## src/rtl/if_id_stall_flush_ctrl.sv

```systemverilog
// IF/ID pipeline register owner: applies load-use stalls and taken-branch flushes,
// drives PC write / ID-EX bubble, and keeps stall/flush counters plus a stall watchdog.
module if_id_stall_flush_ctrl #(
  parameter int unsigned DATA_W       = 32,
  parameter int unsigned FLUSH_CYCLES = 1,
  parameter int unsigned MAX_STALL    = 8,
  parameter int unsigned CNT_W        = 16
) (
  input  logic              clk,
  input  logic              rst,
  input  logic              load_use_hz,
  input  logic              branch_taken,
  input  logic [DATA_W-1:0] if_instr,
  input  logic [DATA_W-1:0] if_pc_plus4,
  output logic              pc_write,
  output logic              idex_bubble,
  output logic [DATA_W-1:0] id_instr,
  output logic [DATA_W-1:0] id_pc_plus4,
  output logic              id_valid,
  output logic [CNT_W-1:0]  stall_count,
  output logic [CNT_W-1:0]  flush_count,
  output logic              stall_timeout
);

  localparam int unsigned FR_W = (FLUSH_CYCLES > 1) ? $clog2(FLUSH_CYCLES) : 1;
  localparam int unsigned SR_W = $clog2(MAX_STALL + 1);

  typedef enum logic {
    RUN   = 1'b0,
    FLUSH = 1'b1
  } state_e;

  state_e              state_q, state_d;
  logic [FR_W-1:0]     flush_rem_q, flush_rem_d;
  logic [SR_W-1:0]     stall_run_q, stall_run_d;
  logic [DATA_W-1:0]   id_instr_q, id_instr_d;
  logic [DATA_W-1:0]   id_pc_q, id_pc_d;
  logic                id_valid_q, id_valid_d;
  logic [CNT_W-1:0]    stall_cnt_q, stall_cnt_d;
  logic [CNT_W-1:0]    flush_cnt_q, flush_cnt_d;
  logic                timeout_q, timeout_d;

  // State register
  always_ff @(posedge clk) begin
    if (rst) begin
      state_q     <= RUN;
      flush_rem_q <= '0;
      stall_run_q <= '0;
      id_instr_q  <= '0;
      id_pc_q     <= '0;
      id_valid_q  <= 1'b0;
      stall_cnt_q <= '0;
      flush_cnt_q <= '0;
      timeout_q   <= 1'b0;
    end else begin
      state_q     <= state_d;
      flush_rem_q <= flush_rem_d;
      stall_run_q <= stall_run_d;
      id_instr_q  <= id_instr_d;
      id_pc_q     <= id_pc_d;
      id_valid_q  <= id_valid_d;
      stall_cnt_q <= stall_cnt_d;
      flush_cnt_q <= flush_cnt_d;
      timeout_q   <= timeout_d;
    end
  end

  // Next-state and Mealy pipeline controls
  always_comb begin
    state_d     = state_q;
    flush_rem_d = flush_rem_q;
    stall_run_d = stall_run_q;
    id_instr_d  = id_instr_q;
    id_pc_d     = id_pc_q;
    id_valid_d  = id_valid_q;
    stall_cnt_d = stall_cnt_q;
    flush_cnt_d = flush_cnt_q;
    timeout_d   = timeout_q;
    pc_write    = 1'b1;
    idex_bubble = 1'b0;

    unique case (state_q)
      RUN: begin
        if (branch_taken) begin
          id_instr_d  = '0;
          id_pc_d     = '0;
          id_valid_d  = 1'b0;
          stall_run_d = '0;
          if (flush_cnt_q != '1) flush_cnt_d = flush_cnt_q + CNT_W'(1);
          if (FLUSH_CYCLES > 1) begin
            flush_rem_d = FR_W'(FLUSH_CYCLES - 1);
            state_d     = FLUSH;
          end
        end else if (load_use_hz) begin
          pc_write    = 1'b0;
          idex_bubble = 1'b1;
          if (stall_cnt_q != '1) stall_cnt_d = stall_cnt_q + CNT_W'(1);
          if (stall_run_q != SR_W'(MAX_STALL)) stall_run_d = stall_run_q + SR_W'(1);
          if (stall_run_d == SR_W'(MAX_STALL)) timeout_d = 1'b1;
        end else begin
          id_instr_d  = if_instr;
          id_pc_d     = if_pc_plus4;
          id_valid_d  = 1'b1;
          stall_run_d = '0;
        end
      end
      FLUSH: begin
        // ID holds a squashed slot, so hazard requests are meaningless here
        id_instr_d  = '0;
        id_pc_d     = '0;
        id_valid_d  = 1'b0;
        flush_rem_d = flush_rem_q - FR_W'(1);
        if (flush_rem_q == FR_W'(1)) state_d = RUN;
      end
      default: state_d = RUN;
    endcase

    if (rst) begin
      pc_write    = 1'b0;
      idex_bubble = 1'b1;
    end
  end

  assign id_instr      = id_instr_q;
  assign id_pc_plus4   = id_pc_q;
  assign id_valid      = id_valid_q;
  assign stall_count   = stall_cnt_q;
  assign flush_count   = flush_cnt_q;
  assign stall_timeout = timeout_q;

endmodule

```

## config.mk

```make
export PLATFORM = sky130hd
export DESIGN_NAME = if_id_stall_flush_ctrl
export DESIGN_NICKNAME = d
export VERILOG_FILES = /design/src/rtl/if_id_stall_flush_ctrl.sv
export SDC_FILE = /design/constraint.sdc
export NUM_CORES = 1
export LEC_CHECK = 0
export CORE_AREA = 4 4 121 65
export DETAILED_ROUTE_END_ITERATION = 8
export DIE_AREA = 0 0 125 69
export DONT_BUFFER_PORTS = 1
export HOLD_SLACK_MARGIN = 0.08
export PLACE_DENSITY = 0.73
export SETUP_SLACK_MARGIN = 0.15
export SLEW_MARGIN = 30
export SYNTH_ARGS = -nofsm -noshare
export SYNTH_HDL_FRONTEND = slang
export SYNTH_SLANG_ARGS = --single-unit
```

## constraint.sdc

```tcl
create_clock -name clk -period 2.3 [get_ports clk]
set_input_delay 0.345 -clock clk [delete_from_list [all_inputs] [get_ports clk]]
set_output_delay 0.345 -clock clk [all_outputs]
set_load 0.05 [all_outputs]
```

Word-level counts from Yosys, hierarchy flattened
Cells that the tools add are included.
Widths: inputs -> output; s select.

cells by class
  bitwise gates (word level) = 2
  div/mod/pow operators = 0
  muxes and demuxes = 24
  multiply operators = 0
  shift-type cells = 0
  magnitude comparators = 0
  eq/ne operators = 5
  add/subtract/negate cells = 4
  reduce and logical (&&, ||, !) cells = 4

operators by type and width
  kind                   number
  $mux 32                4
  $pmux 32 s2            2
  $add 16x1->16 const B  2
  $ne 16x16->1 const B   2
  $mux 4                 6
  $mux 1                 11
  $reduce_and 4->1       2
  $add 4x1->4 const B    1
  $eq 4x4->1 const B     1
  $ne 4x4->1 const B     1
  $ne 3x3->1 const B     1
  $reduce_and 3->1       1
  $not 1->1              2
  $pmux 1 s2             1
  $reduce_or 2->1        1
  $sub 1x1->1 const B    1

storage, ports and cells
  memory bits (read-only) = 0
  logic and storage cells = 48
  bits in writable memories = 0
  register bits after elaboration = 104
  memories = 0
  latch bits = 0

Longest topological paths before layout
Gate-level depths: netlist of run 1.

  depth after elaboration = 7
  gate-level depth with buffers = 7
  mapped depth without buffers = 6

Worst setup path after synthesis of run 1
OpenSTA, ideal clock, no wires.

  path type = register to register
  from = reg stall_cnt_q[0], in the netlist stall_count[0]
  to = reg stall_cnt_q[1], in the netlist stall_count[1]
  cell stages (with the launch flop) = 8
  setup time = 0.128 ns
  arrival = 2.124 ns
  period minus slack after synthesis = 2.252 ns
  required time = 2.172 ns
  slack = 0.048 ns
  path through = dfxtp_1 > ha_1 > nand3_2 > o41ai_4 > buf_4 > buf_6 > mux2i_1 > nor2_1

between the ends
  longest elaborated chain between the ends = 2

RTL lines
  item                                                                   RTL line  text
  start, declared                                                        39        logic [CNT_W-1:0] stall_cnt_q, stall_cnt_d;
  start signal, assigned                                                 62        stall_cnt_q <= stall_cnt_d;
  parallel branches: the longest is 2 deep, another holds $add 16x1->16  -

Parallel ways; which one is timed is not known.
A chain may end at the register's enable or synchronous reset.

Worst setup path in the final report of run 1
  from = reg state_q
  to = out pc_write

between the ends
  longest elaborated chain between the ends = 2

RTL lines
  item                    RTL line  text
  start, declared         33        state_e state_q, state_d;
  start signal, assigned  56        state_q <= state_d;
  $mux 1                  82        unique case (state_q)
  $mux 1                  118       if (rst) begin
  end, declared           15        output logic pc_write,

No other way between the ends.

==> results of run 1 <==
registers in the layout (all words and copies together), names as in the netlist:
| signal | cells |
|---|---|
| id_valid | 1 |
| stall_count | 16 |
| stall_timeout | 1 |
| flush_rem_q | 1 |
| id_instr | 32 |
| state_q | 1 |
| flush_count | 16 |
| id_pc_plus4 | 32 |
| stall_run_q | 4 |
Yosys cell counts, types with 2 or more instances:
master    number  area (sq um)
nor2_1        39           146
buf_1          3          11.3
buf_6          3          33.8
nand2_1       17          63.8
and2_1         2          12.5
and4_1         2          17.5
buf_2          8          40.0
and3_1         5          31.3
clkbuf_1       9          33.8
xor2_1         3          26.3
o21ai_0        5          25.0
or3_1         15          93.8
xnor2_1        2          17.5
nand3b_1       2          15.0
dfxtp_1      104          2080
inv_1          7          26.3
buf_4          2          15.0
a21oi_1       26           130
a22o_1        37           324
o31ai_1       10          75.1
mux2i_1        3          30.0
nor3_1         3          15.0
o21ai_1       14          70.1
nand4_1        9          56.3
nand4_2        2          25.0
nand3_1       11          55.1
a22oi_1       27           203
ha_1           4          50.1
or4_1         10          75.1
cell usage in the layout (no fill, tap or decap), types with 2 or more instances in the layout:
| cell | synthesis | final |
|---|---|---|
| and4_1 | 2 | 2 |
| nand4_2 | 2 | 2 |
| or3_1 | 15 | 15 |
| nand3_1 | 11 | 11 |
| inv_6 | 0 | 3 |
| o31ai_1 | 10 | 10 |
| dfxtp_1 | 104 | 102 |
| inv_8 | 0 | 2 |
| nor2_1 | 39 | 39 |
| inv_1 | 7 | 7 |
| buf_4 | 2 | 39 |
| a22oi_1 | 27 | 27 |
| nor3_1 | 3 | 3 |
| dfxtp_2 | 0 | 2 |
| o21ai_1 | 14 | 14 |
| and3_1 | 5 | 5 |
| xnor2_1 | 2 | 2 |
| nand3b_1 | 2 | 2 |
| xor2_1 | 3 | 3 |
| or4_1 | 10 | 10 |
| mux2i_1 | 3 | 3 |
| nand2_1 | 17 | 17 |
| clkbuf_16 | 0 | 9 |
| a22o_1 | 37 | 37 |
| ha_1 | 4 | 4 |
| and2_1 | 2 | 2 |
| nand4_1 | 9 | 9 |
| o21ai_0 | 5 | 5 |
| a21oi_1 | 26 | 26 |
power groups by stage:
| stage | Combinational (mW) | Clock [mW] | Sequential, mW |
|---|---|---|---|
| after floorplan | 0.130 | 0 | 2.06 |
| after global placement | 0.167 | 0 | 2.05 |
| after detailed placement | 0.177 | 0 | 2.05 |
| after CTS | 0.197 | 1.48 | 2.01 |
| after global routing | 0.218 | 1.56 | 2.01 |
| final | 0.199 | 1.45 | 2.01 |
logic make-up after synthesis:
logic type / synth area share, %
AOI/OAI and AO/OA: 23.5
xor gates and xnor gates: 1.10
adders and majority gates: 1.26
buffers and inverters: 4.02
DFF: 52.3
muxes: 0.755
and+or+nand+nor: 17.1
cell type report:
cell class,instances,area [sq um]
Multi-Input combinational cell,265,1760
Clock buffer,10,229
Clock inverter,6,57.6
Tap cell,92,115
Fill cell,540,2070
Sequential cell,104,2080
Timing Repair Buffer,41,340
Inverter,7,26.3
what timing repair did:
item / CTS / global route
setup endpoints to repair: 0 / 1
endpoints found under the hold margin: 61 / 0
gates resized for setup: 0 / 1
hold buffers: 1 / 0
path summary, 6_finish.rpt:
kind	start	cells past startpoint	endpoint
max reg2reg	flush_count[1]	6	flush_count[1]
min reg2reg	flush_rem_q	1	state_q
min	rst	1	flush_count[10]
max	state_q	4	pc_write
through the flow:
stage	hold WS [ns]	std cells	area, sq um	utilization, %
finish	0.104	525	4610	69.0
global placement	0.420	508	4290	64.3
floorplan	0.411	401	3980	-
CTS	0.0922	525	4610	69.0
global route	0.0956	525	4610	69.0
detailed placement	0.425	508	4290	64.3
per-layer routing:
metal | GRT usage, % | share of wire, %
met2 | 38.7 | 51
met3 | 10.5 | 9.7
met4 | 6.13 | 1.4
met5 | 0 | 0
met1 | 24.1 | 38
==> reports/metrics.cfg, run 1 <==
[timing]
finalCritPeriodShare_pct=87.0
relSlewSlack_pct=60.5
setup_viol=0
fin_setup_tns_ns=0
slew_viol_final=0
worst_pin_slew_ns=0.591
rsz0062_at_grt=no
skew_ns=0.00668
max_freq_ghz=0.500
fin_crit_ns=2.00
setup_slack_ns=0.300
final-hold-violation-count=0

[critical_path]
slowest_delay_ns=0.50
crit_path_end_kind=output pin
startpoint_type=flop
crit_buf_inv=2
required_ns=1.96
critPathKind=flop to output pin
crit_chain=or3b_4, nand2_1, inv_1, buf_4
arrival_ns=1.66
crit_fanout=10
path_delay_family=simple AND/OR/NAND/NOR gates
ff2ff_setup_slack_ns=0.46
slowest_stage=or3b_4

[power_and_ir_drop]
intPower_mw=2.68
p_switching_uw=976
seqPwrFrac_pct=54.9
total_power_mw=3.66
peakVddDrop_mv=0.567
p_comb_share_pct=5.4
p_clk_share_pct=39.7
p_leak_nw=1.72
p_per_area_mw_per_mm2=794
swShare_pct=26.7

[clock_tree]
numCtsBuffers=9
htreeDepth=3
clkSinkCount=104
clkTransAtPathRegs_ns=0.07
ctsRootBufferMaster=clkbuf_16
post-cts-setup-buffers=0
clk_path_buf_depth=2
clk_latency_ns=0.34
cts_tree=yes

[routing]
wl_per_cell_microns=18.7
dr.pass1.iters=4
routed_wl_mm=9.79
drc=0
ant_nets=0
viasPerCell=6.23
drt_iter0_drc=258
num_vias=3272

[placed_design]
dp_slack_ns=0.494
io_buffers=0
dp_hpwl_mm=7.14
gp_congestion=0.817

[die]
die_width_microns=125
start_util_pct=59.6
ios=168
core_area_sq_mm=0.00667
die_area_sq_mm=0.00863
rows=21
fp.dieH_microns=69

[cells_and_area]
fin_nets=500
drive_gt1_share_pct=15.7
antenna_cells=0
area_growth_pct=15.8

[min_path]
hold_class=input pin to flop

[synthesis]
syn_avg_cell_area_sq_um=9.93
synth-edff-count=0
ys.flop_type=dfxtp_1
async_flop_share_pct=0
synth.yosys.warnings=0
synth_cells=401
ys_seq_area_share_pct=52.3
syn_nets=473
yosys.cell_types.count=46
ys_seq_elements=104
syn_area_sq_mm=0.00398

[grt]
grt_overflow=0
grt_pass1_vias=3185
grt_usage_pct=22.1
antenna_found_initial=0
grt_pass1_wl_mm=15.9
grt_max_degree=62

[flow_run]
maxCapViolations=0

[status]
status=finished, final reports clean

(Power assumes the default switching activity.)
==> run 2: changes to the inputs <==
--- a/config.mk
+++ b/config.mk
@@ -6,6 +6,7 @@
 export NUM_CORES = 1
 export LEC_CHECK = 0
 export CORE_AREA = 4 4 121 65
+export CTS_BUF_LIST = sky130_fd_sc_hd__clkbuf_4 sky130_fd_sc_hd__clkbuf_8
 export DETAILED_ROUTE_END_ITERATION = 8
 export DIE_AREA = 0 0 125 69
 export DONT_BUFFER_PORTS = 1
==> run 2 against run 1 <==
Effect of this change:
- core utilization down 0.71 points
- sequential cell count unchanged
- die area unchanged
- non-clock buffer count up 5
- combinational power up 3%
- first-iteration DRC count down 1.2%
- global-route usage down 0.13 points
- cell count up 0.95%
- via count up 0.15%
==> reports/metrics.cfg, run 2 (synthesis gave the netlist of run 1 again) <==
[routing]
num_vias=3277  ; +0.15%
drc=0  ; unchanged
wl_per_cell_microns=18.4  ; -1.4%
ant_nets=0  ; unchanged
viasPerCell=6.18  ; -0.79%
routed_wl_mm=9.75  ; -0.42%
drt_iter0_drc=255  ; -1.2%
dr.pass1.iters=5  ; +1

[critical_path]
required_ns=1.96  ; about the same
crit_buf_inv=2  ; unchanged
startpoint_type=flop
crit_chain=or3b_4, nand2_1, inv_1, buf_4
ff2ff_setup_slack_ns=0.48  ; +0.02 ns
r2r-start=state_q
reg2reg_to=stall_count[15]
critPathKind=flop to output pin
crit_fanout=10  ; unchanged
path_delay_family=simple AND/OR/NAND/NOR gates
r2r_cells=5  ; -1
arrival_ns=1.67  ; about the same
slowest_stage=or3b_4
crit_path_end_kind=output pin
slowest_delay_ns=0.50  ; about the same

[placed_design]
dp_slack_ns=0.494  ; unchanged
gp_congestion=0.817  ; unchanged
place_inst=508  ; unchanged
dp_hpwl_mm=7.14  ; unchanged
placed_area_sq_mm=0.00429  ; unchanged
io_buffers=0  ; unchanged

[die]
start_util_pct=59.6  ; unchanged
ios=168  ; unchanged
die_width_microns=125  ; unchanged
die_area_sq_mm=0.00863  ; unchanged
rows=21  ; unchanged
fp.dieH_microns=69  ; unchanged
core_area_sq_mm=0.00667  ; unchanged

[clock_tree]
clkSinkCount=104  ; unchanged
clkTransAtPathRegs_ns=0.10  ; +0.03 ns
numCtsBuffers=9  ; unchanged
post-cts-setup-buffers=0  ; unchanged
clk_path_buf_depth=2  ; unchanged
clk_latency_ns=0.37  ; +0.03 ns
cts_tree=yes
ctsRootBufferMaster=clkbuf_8
htreeDepth=3  ; unchanged

[timing]
final-hold-violation-count=0  ; unchanged
setup_viol=0  ; unchanged
max_freq_ghz=0.496  ; -0.87%
finalCritPeriodShare_pct=87.7  ; +0.76 points
setup_slack_ns=0.282  ; -0.0176 ns
fin_crit_ns=2.02  ; +0.0176 ns
fin_setup_tns_ns=0  ; unchanged
slew_viol_final=0  ; unchanged
worst_pin_slew_ns=0.589  ; -0.00199 ns
skew_ns=0.0108  ; +0.00409 ns
rsz0062_at_grt=no
relSlewSlack_pct=60.7  ; +0.13 points

[grt]
grt_pass1_vias=3180  ; -0.16%
antenna_found_initial=0  ; unchanged
grt_pass1_wl_mm=15.9  ; -0.35%
grt_overflow=0  ; unchanged
grt_busiest_layer=met2
use_met1_pct=24.1  ; unchanged
grt_use_met2_pct=38.5  ; -0.18 points
grt_max_degree=63  ; +1.6%
grt_usage_pct=22.0  ; -0.13 points
use_met3_pct=10.2  ; -0.31 points

[flow_run]
maxCapViolations=0  ; unchanged

[cells_and_area]
antenna_cells=0  ; unchanged
drive_gt1_share_pct=15.8  ; +0.049 points
fin_cells=530  ; +0.95%
layout_commonest_cell=dfxtp_1
stdcell_area_sq_mm=0.00456  ; -1.0%
final_cell_mix=dfxtp_1, nor2_1, buf_4
area_growth_pct=14.6
fin_nets=505  ; +1.0%

[status]
status=finished, final reports clean

[min_path]
holdPathStages=1  ; unchanged
hold_class=input pin to flop
min_from=if_instr[11]
hold_end=id_instr[11]

[power_and_ir_drop]
total_power_mw=3.30  ; -9.8%
p_leak_nw=1.70  ; -1.3%
p_per_area_mw_per_mm2=723  ; -8.9%
peakVddDrop_mv=0.488  ; -14%

run 2: cell count changes in the layout (fill, tap and decap cells not counted):
cell           change
clkbuf_1           -1
clkbuf_16          -9
clkbuf_4           +1
clkbuf_8           +9
dlygate4sd3_1      +5
run 2: area by class of cell:
| cell class | instances | area (sq um) |
|---|---|---|
| inverter | 7 | 26.3 |
| clock buffer | 10 | 131 |
| clock inverter | 6 | 57.6 |
| timing repair buffer | 46 | 390 |
| sequential | 104 | 2080 |
| tap | 92 | 115 |
| fill | 541 | 2110 |
| multi-input combinational | 265 | 1760 |
run 2: timing repair:
| action | in CTS | in global routing |
|---|---|---|
| setup endpoints to repair | 0 | 2 |
| endpoints found under the hold margin | 63 | 4 |
| hold buffers | 2 | 4 |
| resized for setup | 0 | 1 |
run 2: worst max path at each step:
| stage | start | endpoint | slack [ns] | cells after the start |
|---|---|---|---|---|
| global route | state_q | pc_write | 0.18 | 4 |
| global placement | state_q | stall_count[15] | 0.57 | 5 |
| finish | state_q | pc_write | 0.28 | 4 |
| detailed placement | state_q | stall_count[15] | 0.49 | 5 |
| CTS | state_q | pc_write | 0.18 | 4 |
| floorplan | flush_count[0] | flush_count[1] | 0.17 | 7 |
run 2: power breakdown:
group | internal (mW) | total [mW] | switching [mW] | leakage [nW]
Clock | 0.435 | 1.08 | 0.650 | 0.0991
Sequential | 1.84 | 2.01 | 0.163 | 0.845
Combinational | 0.0785 | 0.205 | 0.127 | 0.755
Total | 2.36 | 3.30 | 0.940 | 1.70
run 2: per-stage QoR:
step	util [%]	hold slack [ns]
after floorplan	-	0.411
after global routing	68.3	0.0806
after global placement	64.3	0.420
after detailed placement	64.3	0.425
final	68.3	0.102
after CTS	67.7	0.0856
run 2: layer usage:
metal  share of wire (%)  vias to the layer above
met3                 9.4                       11
met5                   0                        -
li1                    -                     1562
met4                0.99                        0
met1                  39                     1582
met2                  51                      122
==> run 3: changes to the inputs <==
--- a/config.mk
+++ b/config.mk
@@ -10,7 +10,7 @@
 export DETAILED_ROUTE_END_ITERATION = 8
 export DIE_AREA = 0 0 125 69
 export DONT_BUFFER_PORTS = 1
-export HOLD_SLACK_MARGIN = 0.08
+export HOLD_SLACK_MARGIN = 0.03
 export PLACE_DENSITY = 0.73
 export SETUP_SLACK_MARGIN = 0.15
 export SLEW_MARGIN = 30
==> run 3 against run 2 <==
Effect of this change:
- register-to-register slack worse by 0.02 ns
- clock skew down 0.0027 ns
- worst setup slack worse by 0.015 ns
- maximum frequency shrank 0.75%
- wire length grew 4.1%
- via count is 0.43% higher
- cell count stayed put
- non-clock buffer count stayed put
- sequential cell count is the same
- critical path depth stayed put
- global-route usage is 0.61 points higher
==> reports/metrics.cfg, run 3 (synthesis gave the netlist of run 1 again) <==
[power_and_ir_drop]
p_leak_nw=1.70  ; -0.19%
total_power_mw=3.30  ; about the same
peakVddDrop_mv=0.486  ; -0.44%
p_per_area_mw_per_mm2=725  ; +0.22%

[cells_and_area]
drive_gt1_share_pct=15.8  ; unchanged
final_cell_mix=dfxtp_1, nor2_1, buf_4
antenna_cells=0  ; unchanged
area_growth_pct=14.4
fillers=547  ; +1.1%
layout_commonest_cell=dfxtp_1
post-route-util_pct=68.2  ; -0.11 points
fin_nets=505  ; unchanged

[timing]
final-hold-violation-count=0  ; unchanged
finalCritPeriodShare_pct=88.4  ; +0.66 points
fin_crit_ns=2.03  ; +0.0152 ns
whs_ns=0.0768  ; -0.0257 ns
fin_setup_tns_ns=0  ; unchanged
rsz0062_at_grt=no
max_freq_ghz=0.492  ; -0.75%
slew_viol_final=0  ; unchanged
relSlewSlack_pct=48.8  ; -12 points
worst_pin_slew_ns=0.766  ; +0.177 ns
setup_viol=0  ; unchanged
skew_ns=0.00806  ; -0.00271 ns

[flow_run]
maxCapViolations=0  ; unchanged

[die]
ios=168  ; unchanged
start_util_pct=59.6  ; unchanged
fp.dieH_microns=69  ; unchanged
die_area_sq_mm=0.00863  ; unchanged
core_area_sq_mm=0.00667  ; unchanged
die_width_microns=125  ; unchanged
rows=21  ; unchanged

[grt]
grt_busiest_layer=met2
grt_overflow=0  ; unchanged
use_met1_pct=25.4  ; +1.3 points
grt_use_met2_pct=39.0  ; +0.42 points
use_met3_pct=10.3  ; +0.15 points
antenna_found_initial=0  ; unchanged
grt_pass1_vias=3202  ; +0.69%
grt_max_degree=39  ; -38%
grt_usage_pct=22.6  ; +0.61 points
grt_pass1_wl_mm=16.2  ; +2.2%

[clock_tree]
clkTransAtPathRegs_ns=0.10  ; about the same
clk_latency_ns=0.36  ; about the same
clk_path_buf_depth=2  ; unchanged
clkSinkCount=104  ; unchanged
cts_tree=yes
numCtsBuffers=9  ; unchanged
post-cts-setup-buffers=0  ; unchanged
htreeDepth=3  ; unchanged
ctsRootBufferMaster=clkbuf_8

[routing]
drt_iter0_drc=221  ; -13%
ant_nets=0  ; unchanged
viasPerCell=6.21  ; +0.43%
dr.pass1.iters=5  ; unchanged
num_vias=3291  ; +0.43%
routed_wl_mm=10.2  ; +4.1%
wl_per_cell_microns=19.2  ; +4.1%
drc=0  ; unchanged

[status]
status=finished, final reports clean

[critical_path]
critPathKind=flop to output pin
required_ns=1.96  ; about the same
crit_fanout=10  ; unchanged
arrival_ns=1.69  ; +0.02 ns
startpoint_type=flop
crit_path_end_kind=output pin

[placed_design]
gp_congestion=0.817  ; unchanged
dp_hpwl_mm=7.14  ; unchanged
io_buffers=0  ; unchanged

[min_path]
hold_class=input pin to flop

## run 3: cell types whose count changed in the layout (fill, tap and decap cells not counted)
cell    before  now
buf_16       1    0
buf_12       1    2
## run 3: timing repair
action                                  4_1_cts  5_1_grt
endpoints found under the hold margin        33       18
hold buffers                                  4        2
endpoints found under the setup margin        0        2
gates resized for setup                       0        1
## run 3: stage by stage
stage,worst slack (ns),cells,cell area (sq um)
2_1_floorplan,0.166,401,3980
4_1_cts,0.184,528,4530
5_1_grt,0.179,530,4550
6_report,0.267,530,4550
3_5_place_dp,0.494,508,4290
3_3_place_gp,0.567,508,4290
## run 3: final timing paths
check               from              end  slack, ns  cells after the start
max              state_q         pc_write       0.27                      4
min                  rst  flush_count[10]       0.08                      1
min reg2reg  flush_rem_q          state_q       0.44                      1
max reg2reg      state_q  stall_count[15]       0.46                      5
## run 3: cell type report
class / instances / area [sq um] / area share [%]
Clock inverter: 6 / 57.6 / 1.26
Timing Repair Buffer: 46 / 383 / 8.41
Inverter: 7 / 26.3 / 0.577
Tap cell: 92 / 115 / 2.53
Sequential cell: 104 / 2080 / 45.8
Clock buffer: 10 / 131 / 2.89
Multi-Input combinational cell: 265 / 1760 / 38.6
## run 3: routing by layer
layer	routed length (microns)	up-vias	part of all wire (%)
met1	3910	1585	39
li1	-	1561	-
met5	0	-	0
met2	5140	132	51
met3	946	13	9.3
met4	157	0	1.5
## run 3: worst max-delay path, cell delays in order, from the launching register on
cell	delay (ns)
dfxtp_1	0.47
or3b_4	0.50
nand2_1	0.13
inv_1	0.05
buf_4	0.18
## run 3: power by group
group	total (mW)	switching, mW	internal [mW]
clock network	1.08	0.650	0.435
registers	2.01	0.163	1.84
logic	0.207	0.130	0.0772
total	3.30	0.943	2.36
